--- src/rtl/dmem_arb_pkg.sv ---
// Shared types and defaults for the two-requester data-memory arbiter.
// Lock support is compiled in only when DMEM_ARB_LOCK_EN is defined.
package dmem_arb_pkg;

    localparam int DEF_ADDR_W = 5;
    localparam int DEF_DATA_W = 32;
    localparam int LOCK_MAX   = 8;
    localparam int NUM_REQ    = 2;

    typedef enum logic [1:0] {
        ST_IDLE  = 2'd0,
        ST_OWN_A = 2'd1,
        ST_OWN_B = 2'd2
    } arb_state_e;

endpackage

--- src/rtl/dmem_arb_if.sv ---
// Requester A/B handshakes plus the data-memory port, bundled for dmem_arbiter.
// slave = arbiter view, master = requester/memory (environment) view.
interface dmem_arb_if import dmem_arb_pkg::*; #(
    parameter int ADDR_W = DEF_ADDR_W,
    parameter int DATA_W = DEF_DATA_W
);
    logic              a_req, a_we, a_lock;
    logic [ADDR_W-1:0] a_addr;
    logic [DATA_W-1:0] a_wdata;
    logic              a_gnt, a_rvalid;
    logic [DATA_W-1:0] a_rdata;

    logic              b_req, b_we, b_lock;
    logic [ADDR_W-1:0] b_addr;
    logic [DATA_W-1:0] b_wdata;
    logic              b_gnt, b_rvalid;
    logic [DATA_W-1:0] b_rdata;

    logic [ADDR_W-1:0] mem_read_addr, mem_write_addr;
    logic [DATA_W-1:0] mem_write_data, mem_read_data;
    logic              mem_write_enable;

    modport slave (
        input  a_req, a_we, a_lock, a_addr, a_wdata,
        input  b_req, b_we, b_lock, b_addr, b_wdata,
        input  mem_read_data,
        output a_gnt, a_rvalid, a_rdata,
        output b_gnt, b_rvalid, b_rdata,
        output mem_read_addr, mem_write_addr, mem_write_data, mem_write_enable
    );

    modport master (
        output a_req, a_we, a_lock, a_addr, a_wdata,
        output b_req, b_we, b_lock, b_addr, b_wdata,
        output mem_read_data,
        input  a_gnt, a_rvalid, a_rdata,
        input  b_gnt, b_rvalid, b_rdata,
        input  mem_read_addr, mem_write_addr, mem_write_data, mem_write_enable
    );

endinterface

--- src/rtl/dmem_arb_resp_reg.sv ---
// One-cycle read response register: rvalid pulses after a granted read,
// rdata holds the last returned word until the next read response.
module dmem_arb_resp_reg #(
    parameter int DATA_W = 32
) (
    input  logic              clk,
    input  logic              rst,
    input  logic              load_i,
    input  logic [DATA_W-1:0] data_i,
    output logic              rvalid_o,
    output logic [DATA_W-1:0] rdata_o
);
    logic              rvalid_q;
    logic [DATA_W-1:0] rdata_q;

    always_ff @(posedge clk or posedge rst) begin
        if (rst) begin
            rvalid_q <= 1'b0;
            rdata_q  <= '0;
        end else begin
            rvalid_q <= load_i;
            if (load_i) rdata_q <= data_i;
        end
    end

    assign rvalid_o = rvalid_q;
    assign rdata_o  = rdata_q;

endmodule

--- src/rtl/dmem_arbiter.sv ---
// Round-robin arbiter sharing one data memory between requesters A and B.
// Define DMEM_ARB_LOCK_EN to enable bus locking (OWN_A/OWN_B, 8-cycle cap).
module dmem_arbiter import dmem_arb_pkg::*; #(
    parameter int ADDR_W = DEF_ADDR_W,
    parameter int DATA_W = DEF_DATA_W
) (
    input  logic       clk,
    input  logic       rst,
    dmem_arb_if.slave  bus
);
    logic                          rr_q;      // 1: B granted most recently
    logic                          gnt_a, gnt_b;
    logic [NUM_REQ-1:0]            load;
    logic [NUM_REQ-1:0]            rvalid;
    logic [NUM_REQ-1:0][DATA_W-1:0] rdata;

`ifdef DMEM_ARB_LOCK_EN
    arb_state_e state_q;
    logic [2:0] lock_cnt_q;
`else
    arb_state_e state_q;
    logic       unused_lock;
    assign state_q     = ST_IDLE;
    assign unused_lock = bus.a_lock | bus.b_lock;
`endif

    // Grants are masked during reset so nothing reaches memory while rst is high.
    always_comb begin
        gnt_a = 1'b0;
        gnt_b = 1'b0;
        if (!rst) begin
            unique case (state_q)
                ST_OWN_A: gnt_a = bus.a_req;
                ST_OWN_B: gnt_b = bus.b_req;
                default: begin
                    if (bus.a_req && bus.b_req) begin
                        gnt_a = rr_q;
                        gnt_b = !rr_q;
                    end else begin
                        gnt_a = bus.a_req;
                        gnt_b = bus.b_req;
                    end
                end
            endcase
        end
    end

    // A force-released owner is also the last granted, so the pointer alone
    // hands the next contended cycle to the other requester.
    always_ff @(posedge clk or posedge rst) begin
        if (rst) begin
            rr_q       <= 1'b1;
`ifdef DMEM_ARB_LOCK_EN
            state_q    <= ST_IDLE;
            lock_cnt_q <= '0;
`endif
        end else begin
            if (gnt_a || gnt_b) rr_q <= gnt_b;
`ifdef DMEM_ARB_LOCK_EN
            unique case (state_q)
                ST_OWN_A: begin
                    if (!bus.a_req || !bus.a_lock || lock_cnt_q == 3'(LOCK_MAX - 1)) begin
                        state_q    <= ST_IDLE;
                        lock_cnt_q <= '0;
                    end else begin
                        lock_cnt_q <= lock_cnt_q + 3'd1;
                    end
                end
                ST_OWN_B: begin
                    if (!bus.b_req || !bus.b_lock || lock_cnt_q == 3'(LOCK_MAX - 1)) begin
                        state_q    <= ST_IDLE;
                        lock_cnt_q <= '0;
                    end else begin
                        lock_cnt_q <= lock_cnt_q + 3'd1;
                    end
                end
                default: begin
                    lock_cnt_q <= '0;
                    if (gnt_a && bus.a_lock) begin
                        state_q    <= ST_OWN_A;
                        lock_cnt_q <= 3'd1;
                    end else if (gnt_b && bus.b_lock) begin
                        state_q    <= ST_OWN_B;
                        lock_cnt_q <= 3'd1;
                    end
                end
            endcase
`endif
        end
    end

    always_comb begin
        bus.mem_read_addr    = '0;
        bus.mem_write_addr   = '0;
        bus.mem_write_data   = '0;
        bus.mem_write_enable = 1'b0;
        if (gnt_a) begin
            bus.mem_read_addr    = bus.a_addr;
            bus.mem_write_addr   = bus.a_addr;
            bus.mem_write_data   = bus.a_wdata;
            bus.mem_write_enable = bus.a_we;
        end else if (gnt_b) begin
            bus.mem_read_addr    = bus.b_addr;
            bus.mem_write_addr   = bus.b_addr;
            bus.mem_write_data   = bus.b_wdata;
            bus.mem_write_enable = bus.b_we;
        end
    end

    assign load = {gnt_b & ~bus.b_we, gnt_a & ~bus.a_we};

    for (genvar g = 0; g < NUM_REQ; g++) begin : g_resp
        dmem_arb_resp_reg #(.DATA_W(DATA_W)) u_resp (
            .clk      (clk),
            .rst      (rst),
            .load_i   (load[g]),
            .data_i   (bus.mem_read_data),
            .rvalid_o (rvalid[g]),
            .rdata_o  (rdata[g])
        );
    end

    assign bus.a_gnt    = gnt_a;
    assign bus.b_gnt    = gnt_b;
    assign bus.a_rvalid = rvalid[0];
    assign bus.a_rdata  = rdata[0];
    assign bus.b_rvalid = rvalid[1];
    assign bus.b_rdata  = rdata[1];

endmodule

--- src/flat_wrapper.sv ---
// flat-port wrapper written by rule: the top's interface ports become plain ports
module dmem_arbiter_flat import dmem_arb_pkg::*;
#(
    parameter int ADDR_W = DEF_ADDR_W,
    parameter int DATA_W = DEF_DATA_W
)
  (clk, rst, bus_a_req, bus_a_we, bus_a_lock, bus_a_addr, bus_a_wdata, bus_b_req, bus_b_we, bus_b_lock, bus_b_addr, bus_b_wdata, bus_mem_read_data, bus_a_gnt, bus_a_rvalid, bus_a_rdata, bus_b_gnt, bus_b_rvalid, bus_b_rdata, bus_mem_read_addr, bus_mem_write_addr, bus_mem_write_data, bus_mem_write_enable);
  dmem_arb_if #(.ADDR_W(ADDR_W), .DATA_W(DATA_W)) bus_i ();
  input  logic clk;
  input  logic rst;
  input wire logic [$bits(bus_i.a_req)-1:0] bus_a_req;
  input wire logic [$bits(bus_i.a_we)-1:0] bus_a_we;
  input wire logic [$bits(bus_i.a_lock)-1:0] bus_a_lock;
  input wire logic [$bits(bus_i.a_addr)-1:0] bus_a_addr;
  input wire logic [$bits(bus_i.a_wdata)-1:0] bus_a_wdata;
  input wire logic [$bits(bus_i.b_req)-1:0] bus_b_req;
  input wire logic [$bits(bus_i.b_we)-1:0] bus_b_we;
  input wire logic [$bits(bus_i.b_lock)-1:0] bus_b_lock;
  input wire logic [$bits(bus_i.b_addr)-1:0] bus_b_addr;
  input wire logic [$bits(bus_i.b_wdata)-1:0] bus_b_wdata;
  input wire logic [$bits(bus_i.mem_read_data)-1:0] bus_mem_read_data;
  output wire logic [$bits(bus_i.a_gnt)-1:0] bus_a_gnt;
  output wire logic [$bits(bus_i.a_rvalid)-1:0] bus_a_rvalid;
  output wire logic [$bits(bus_i.a_rdata)-1:0] bus_a_rdata;
  output wire logic [$bits(bus_i.b_gnt)-1:0] bus_b_gnt;
  output wire logic [$bits(bus_i.b_rvalid)-1:0] bus_b_rvalid;
  output wire logic [$bits(bus_i.b_rdata)-1:0] bus_b_rdata;
  output wire logic [$bits(bus_i.mem_read_addr)-1:0] bus_mem_read_addr;
  output wire logic [$bits(bus_i.mem_write_addr)-1:0] bus_mem_write_addr;
  output wire logic [$bits(bus_i.mem_write_data)-1:0] bus_mem_write_data;
  output wire logic [$bits(bus_i.mem_write_enable)-1:0] bus_mem_write_enable;
  assign bus_i.a_req = bus_a_req;
  assign bus_i.a_we = bus_a_we;
  assign bus_i.a_lock = bus_a_lock;
  assign bus_i.a_addr = bus_a_addr;
  assign bus_i.a_wdata = bus_a_wdata;
  assign bus_i.b_req = bus_b_req;
  assign bus_i.b_we = bus_b_we;
  assign bus_i.b_lock = bus_b_lock;
  assign bus_i.b_addr = bus_b_addr;
  assign bus_i.b_wdata = bus_b_wdata;
  assign bus_i.mem_read_data = bus_mem_read_data;
  assign bus_a_gnt = bus_i.a_gnt;
  assign bus_a_rvalid = bus_i.a_rvalid;
  assign bus_a_rdata = bus_i.a_rdata;
  assign bus_b_gnt = bus_i.b_gnt;
  assign bus_b_rvalid = bus_i.b_rvalid;
  assign bus_b_rdata = bus_i.b_rdata;
  assign bus_mem_read_addr = bus_i.mem_read_addr;
  assign bus_mem_write_addr = bus_i.mem_write_addr;
  assign bus_mem_write_data = bus_i.mem_write_data;
  assign bus_mem_write_enable = bus_i.mem_write_enable;
  dmem_arbiter #(.ADDR_W(ADDR_W), .DATA_W(DATA_W)) u_core (.clk(clk), .rst(rst), .bus(bus_i));
endmodule
--- config.mk ---
export PLATFORM = sky130hd
export DESIGN_NAME = dmem_arbiter_flat
export DESIGN_NICKNAME = d
export VERILOG_FILES = /design/src/rtl/dmem_arb_pkg.sv /design/src/rtl/dmem_arb_if.sv /design/src/rtl/dmem_arb_resp_reg.sv /design/src/rtl/dmem_arbiter.sv /design/src/flat_wrapper.sv
export SDC_FILE = /design/constraint.sdc
export NUM_CORES = 1
export LEC_CHECK = 0
export ABC_AREA = 1
export BUFFER_PORTS_ARGS = -buffer_cell sky130_fd_sc_hd__buf_4
export CAP_MARGIN = 10
export CORE_AREA = 8 8 127 129
export CTS_CLUSTER_SIZE = 14
export DETAILED_ROUTE_END_ITERATION = 10
export DIE_AREA = 0 0 135 137
export PLACE_DENSITY = 0.54
export SLEW_MARGIN = 30
export SYNTH_ARGS = -nofsm -noshare
export SYNTH_HDL_FRONTEND = slang
export SYNTH_HIERARCHICAL = 1
export SYNTH_SLANG_ARGS = --single-unit
--- constraint.sdc ---
create_clock -name clk -period 2.9 [get_ports clk]
set_input_delay 0.58 -clock clk [delete_from_list [all_inputs] [get_ports clk]]
set_output_delay 0.58 -clock clk [all_outputs]
set_load 0.02 [all_outputs]
### Yosys cells after proc, flatten, opt, wreduce, memory -nomap -nowiden

Index checks and enable logic that the tools add are counted.

| storage, ports and cells | value |
|---|---|
| bits in registers | 67 |
| latch bits | 0 |
| memory bits (writable) | 0 |
| bits in read-only memories | 0 |
| input port bits | 114 |
| output and inout port bits | 111 |
| word-level logic and storage cells | 22 |
| memories kept | 0 |

| operators by class | value |
|---|---|
| $add $sub $neg | 0 |
| $mul | 0 |
| div/mod/pow operators | 0 |
| magnitude comparators | 0 |
| equality and inequality tests | 0 |
| shifts and indexed selects | 0 |
| mux-type cells | 10 |
| bitwise operators | 4 |
| reduce and logical (&&, ||, !) cells | 3 |

Operator list:

| cell | number |
|---|---|
| $mux W32 | 2 |
| $mux W5 | 2 |
| $mux W1 | 6 |
| $and A1 B1 Y1 | 2 |
| $not A1 Y1 | 2 |
| $logic_and A1 B1 Y1 | 1 |
| $logic_not A1 Y1 | 1 |
| $logic_or A1 B1 Y1 | 1 |

### Longest topological paths before layout

| depth | value |
|---|---|
| word-level depth | 5 |
| gate-level depth with buffers | 10 |

### Modules after synthesis

The synthesis kept the hierarchy.

By module, submodules not included:

| module | times used | cells an instance | area each (um^2) | sequential area each (um^2) |
|---|---|---|---|---|
| dmem_arb_resp_reg | 2 | 138 | 1321.3 | 825.8 |
| dmem_arbiter | 1 | 153 | 794.5 | 26.3 |

### Worst setup path before layout

OpenSTA, ideal clock, no wires.

| timing path | value |
|---|---|
| kind | input-to-output |
| start | input bus_a_req |
| end | output bus_mem_write_addr[0] |
| data arrival time | 1.429 ns |
| slack | 0.891 ns |
| stages | 6 |
| buffers on the path | 3 |
| path through | nand2_1 buf_4 buf_2 nand4_1 nand2_1 buf_4 |

| on the way | value |
|---|---|
| longest elaborated chain between the ends | 5 |

Ends and longest elaborated chain:

| item | line | RTL |
|---|---|---|
| start, declared | flat_wrapper.sv:11 | `input wire logic [$bits(bus_i.a_req)-1:0] bus_a_req;` |
| $logic_and A1 B1 Y1 | dmem_arbiter.sv:36 | `if (bus.a_req && bus.b_req) begin` |
| $mux W1 | dmem_arbiter.sv:36 |  |
| $mux W1 | dmem_arbiter.sv:31 | `if (!rst) begin` |
| $mux W5 | -- |  |
| $mux W5 * | -- |  |
| end, declared | flat_wrapper.sv:29 | `output wire logic [$bits(bus_i.mem_write_addr)-1:0] bus_mem_write_addr;` |

Mark *: on every way between the ends. The rest lies on a longest branch, timed or not.

### Worst setup path after layout

| timing path | value |
|---|---|
| start | register u_core.rr_q |
| end | output bus_mem_write_addr[3] |

| on the way | value |
|---|---|
| longest elaborated chain between the ends | 5 |

Ends and longest elaborated chain:

| item | line | RTL |
|---|---|---|
| start, declared | dmem_arbiter.sv:11 | `logic rr_q;` |
| start signal, assigned | dmem_arbiter.sv:58 | `if (gnt_a \|\| gnt_b) rr_q <= gnt_b;` |
| $logic_not A1 Y1 | dmem_arbiter.sv:38 | `gnt_b = !rr_q;` |
| $mux W1 | dmem_arbiter.sv:36 |  |
| $mux W1 | dmem_arbiter.sv:31 |  |
| $mux W5 | dmem_arbiter.sv:102 | `end else if (gnt_b) begin` |
| $mux W5 * | dmem_arbiter.sv:97 | `if (gnt_a) begin` |

Marks and branches as above.

==> impl_metrics.tcl <==
set metrics [dict create \
    status "finished clean" \
    yosysSeqAreaShare 0.488 \
    ys_ff_latch 67 \
    dieArea_mm2 0.0185 \
    clock.fmax_mhz 420 \
    syn_inst 429 \
    final_cell_mix "buf_4 (232), nand2_1 (213), dfrtp_1 (66), nand3_1 (39), nand4_1 (38)" \
    area_growth_pct 57.2 \
    worstPathRequired_ns 2.32 \
    min_period_ns 2.38 \
    hold_path_class "in -> async" \
    cts_max_level 3 \
    max_cap_violations 0 \
    p_leak_uw 0.00305 \
    start_util 0.242 \
    root_buffer "clkbuf_16" \
    cp_max_fo 37 \
    synth_area_per_cell_um2 8.01 \
    antenna_found_initial 0 \
    setup_violations 0 \
    grt_util_all_layers 0.139 \
    endpoint_kind "output port" \
    grt_overflow_total 0 \
    grt_max_degree 41 \
    worst_slew_pin_slew_ns 0.825 \
    pin_count 225 \
    worst_setup_path_start_kind "flop" \
    synth_top_family_by_area "simple AND/OR/NAND/NOR gates" \
    ir_drop_uv 243 \
    final_common_cell "buf_4" \
    slowest_delay_ns 0.52 \
    drt_first_iter_violations 155 \
    synth_area_mm2 0.00344 \
    worstPathCellList "inv_1 > nand2_1 > buf_4 > nand3_1 > nand2_1 > buf_4" \
    core-area_mm2 0.0142 \
    post_cts_buffers 0 \
    rr_startpoint "u_core/rr_q$_DFFE_PP1P_" \
    stdcell_area_mm2 0.00540 \
    synth-xor-area-share 0 \
    numPortBuffers 222 \
    max_slew_margin 0.447 \
    critPathLaunch "u_core/rr_q$_DFFE_PP1P_" \
    drtAntennaViolNets 0 \
    power_uw 3430 \
    drv_slew 0 \
    power_density_mw_per_mm2 635 \
    synth_fa_ha_area_frac 0 \
    fp.dieW_um 135 \
    n_fill_cell 1494 \
    clockBufferDepth 2 \
    via_per_inst 4.37 \
    skew_ns 0.00923 \
    setup_tns_ns 0 \
    place_congestion 0.768 \
    fin_nets 748 \
    cts_tree "yes" \
    synth_mux_area_frac 0 \
    fin_util 0.380 \
    yosysUniqueCellTypes 19 \
    layout-drive-gt1-share 0.430 \
    hold_buffers 0 \
    numCtsBuffers 9 \
    synth_compound_gate_area_share 0.00146 \
    dr.pass1.iters 4 \
    diodes 0 \
    final.period_utilization 0.821 \
    fp-row-count 44 \
    cp_slowest_cell "dfstp_2" \
    wl_um 13000 \
    grt_pass1_wl_um 20400 \
    wl_per_cell_um 15.7 \
    clk_pin_slew_ns 0.06 \
    rsz0062_at_grt "no" \
    place_area_mm2 0.00511 \
    yosysWarningCount 6 \
    clk_latency_ns 0.33 \
    yosys.area_share.simple 0.399 \
    post_cts_resized 0 \
    clock_sink_count 67 \
    criticalPathCategory "reg -> out" \
    arrival_ns 1.80 \
    grt_pass1_vias 3853 \
    dp_hpwl_um 9930 \
    route.detailed.drc 0 \
    final-hold-violation-count 0 \
    synthesis.nets 543 \
    vias 3595 \
    die_h_um 137 \
]
registers in the layout (all words and copies together) (netlist names):
signal	count
u_core/g_resp.u_resp/rdata_o	64
u_core/rr_q	1
u_core/g_resp.u_resp/rvalid_o	2
metrics by stage:
step | hold WS [ns] | instances | worst slack [ns]
3_5_place_dp | 0.459 | 807 | 0.489
3_3_place_gp | 0.457 | 807 | 0.544
6_report | 0.345 | 823 | 0.519
2_1_floorplan | 0.470 | 429 | 0.891
5_1_grt | 0.390 | 823 | 0.379
4_1_cts | 0.411 | 823 | 0.486
cells in the mapped netlist:
cell type,n,area share
clkbuf_8,6,0.024
dfrtp_1,66,0.48
dfstp_2,1,0.0076
nand2_1,213,0.23
buf_1,1,0.0011
buf_12,2,0.012
clkbuf_1,5,0.0055
buf_6,7,0.023
nand3_1,39,0.057
inv_8,2,0.0066
inv_2,1,0.0011
inv_1,6,0.0066
nor2_2,1,0.0018
nand4_1,38,0.069
buf_2,10,0.015
buf_4,8,0.017
o21ai_1,1,0.0015
nor2_1,2,0.0022
nand2_2,20,0.036
layout make-up:
| cell class | count | area [um^2] | area share |
|---|---|---|---|
| inverters | 9 | 48.8 | 0.00903 |
| flip-flops and latches | 67 | 1680 | 0.311 |
| clock buffers | 10 | 229 | 0.0424 |
| clock inverters | 6 | 63.8 | 0.0118 |
| multi-input cells | 314 | 1390 | 0.258 |
| well taps | 184 | 230 | 0.0426 |
| repair buffers | 233 | 1760 | 0.326 |
report_power, final:
part           total (uW)  switching [uW]  internal [uW]
Combinational        1130             644            487
Sequential           1230             110           1120
Clock                1070             405            665
logic make-up (layout without fill, tap and decap cells):
group / Yosys count / after routing
simple gates: 313 / 313
flops: 67 / 67
buf+inv: 48 / 258
compound gates: 1 / 1
metal layers:
metal,track usage,up-vias,share of wire
met5,0,-,0
met4,0.0382,0,0.011
met3,0.0518,11,0.089
met2,0.250,147,0.51
met1,0.149,1655,0.39
li1,-,1782,-
critical path: cells and delay by family (launching register included):
| family | cells | cell delay, ns |
|---|---|---|
| buffers and inverters | 3 | 0.57 |
| DFF | 1 | 0.52 |
| and+or+nand+nor | 3 | 0.38 |
worst paths after layout:
path,cells after the start,to,slack (ns)
worst max-delay path,6,bus_mem_write_addr[3],0.52
min in group clk,3,u_core/g_resp[0].u_resp/rdata_o[27]$_DFFE_PP0P_,0.46
max in group asynchronous,3,u_core/g_resp[0].u_resp/rdata_o[7]$_DFFE_PP0P_,1.96
worst min register to register,2,u_core/g_resp[0].u_resp/rdata_o[16]$_DFFE_PP0P_,0.47
worst min-delay path,2,u_core/g_resp[0].u_resp/rdata_o[12]$_DFFE_PP0P_,0.35
worst max register to register,8,u_core/g_resp[1].u_resp/rdata_o[14]$_DFFE_PP0P_,0.96
Power figures use the tool's default switching activity.
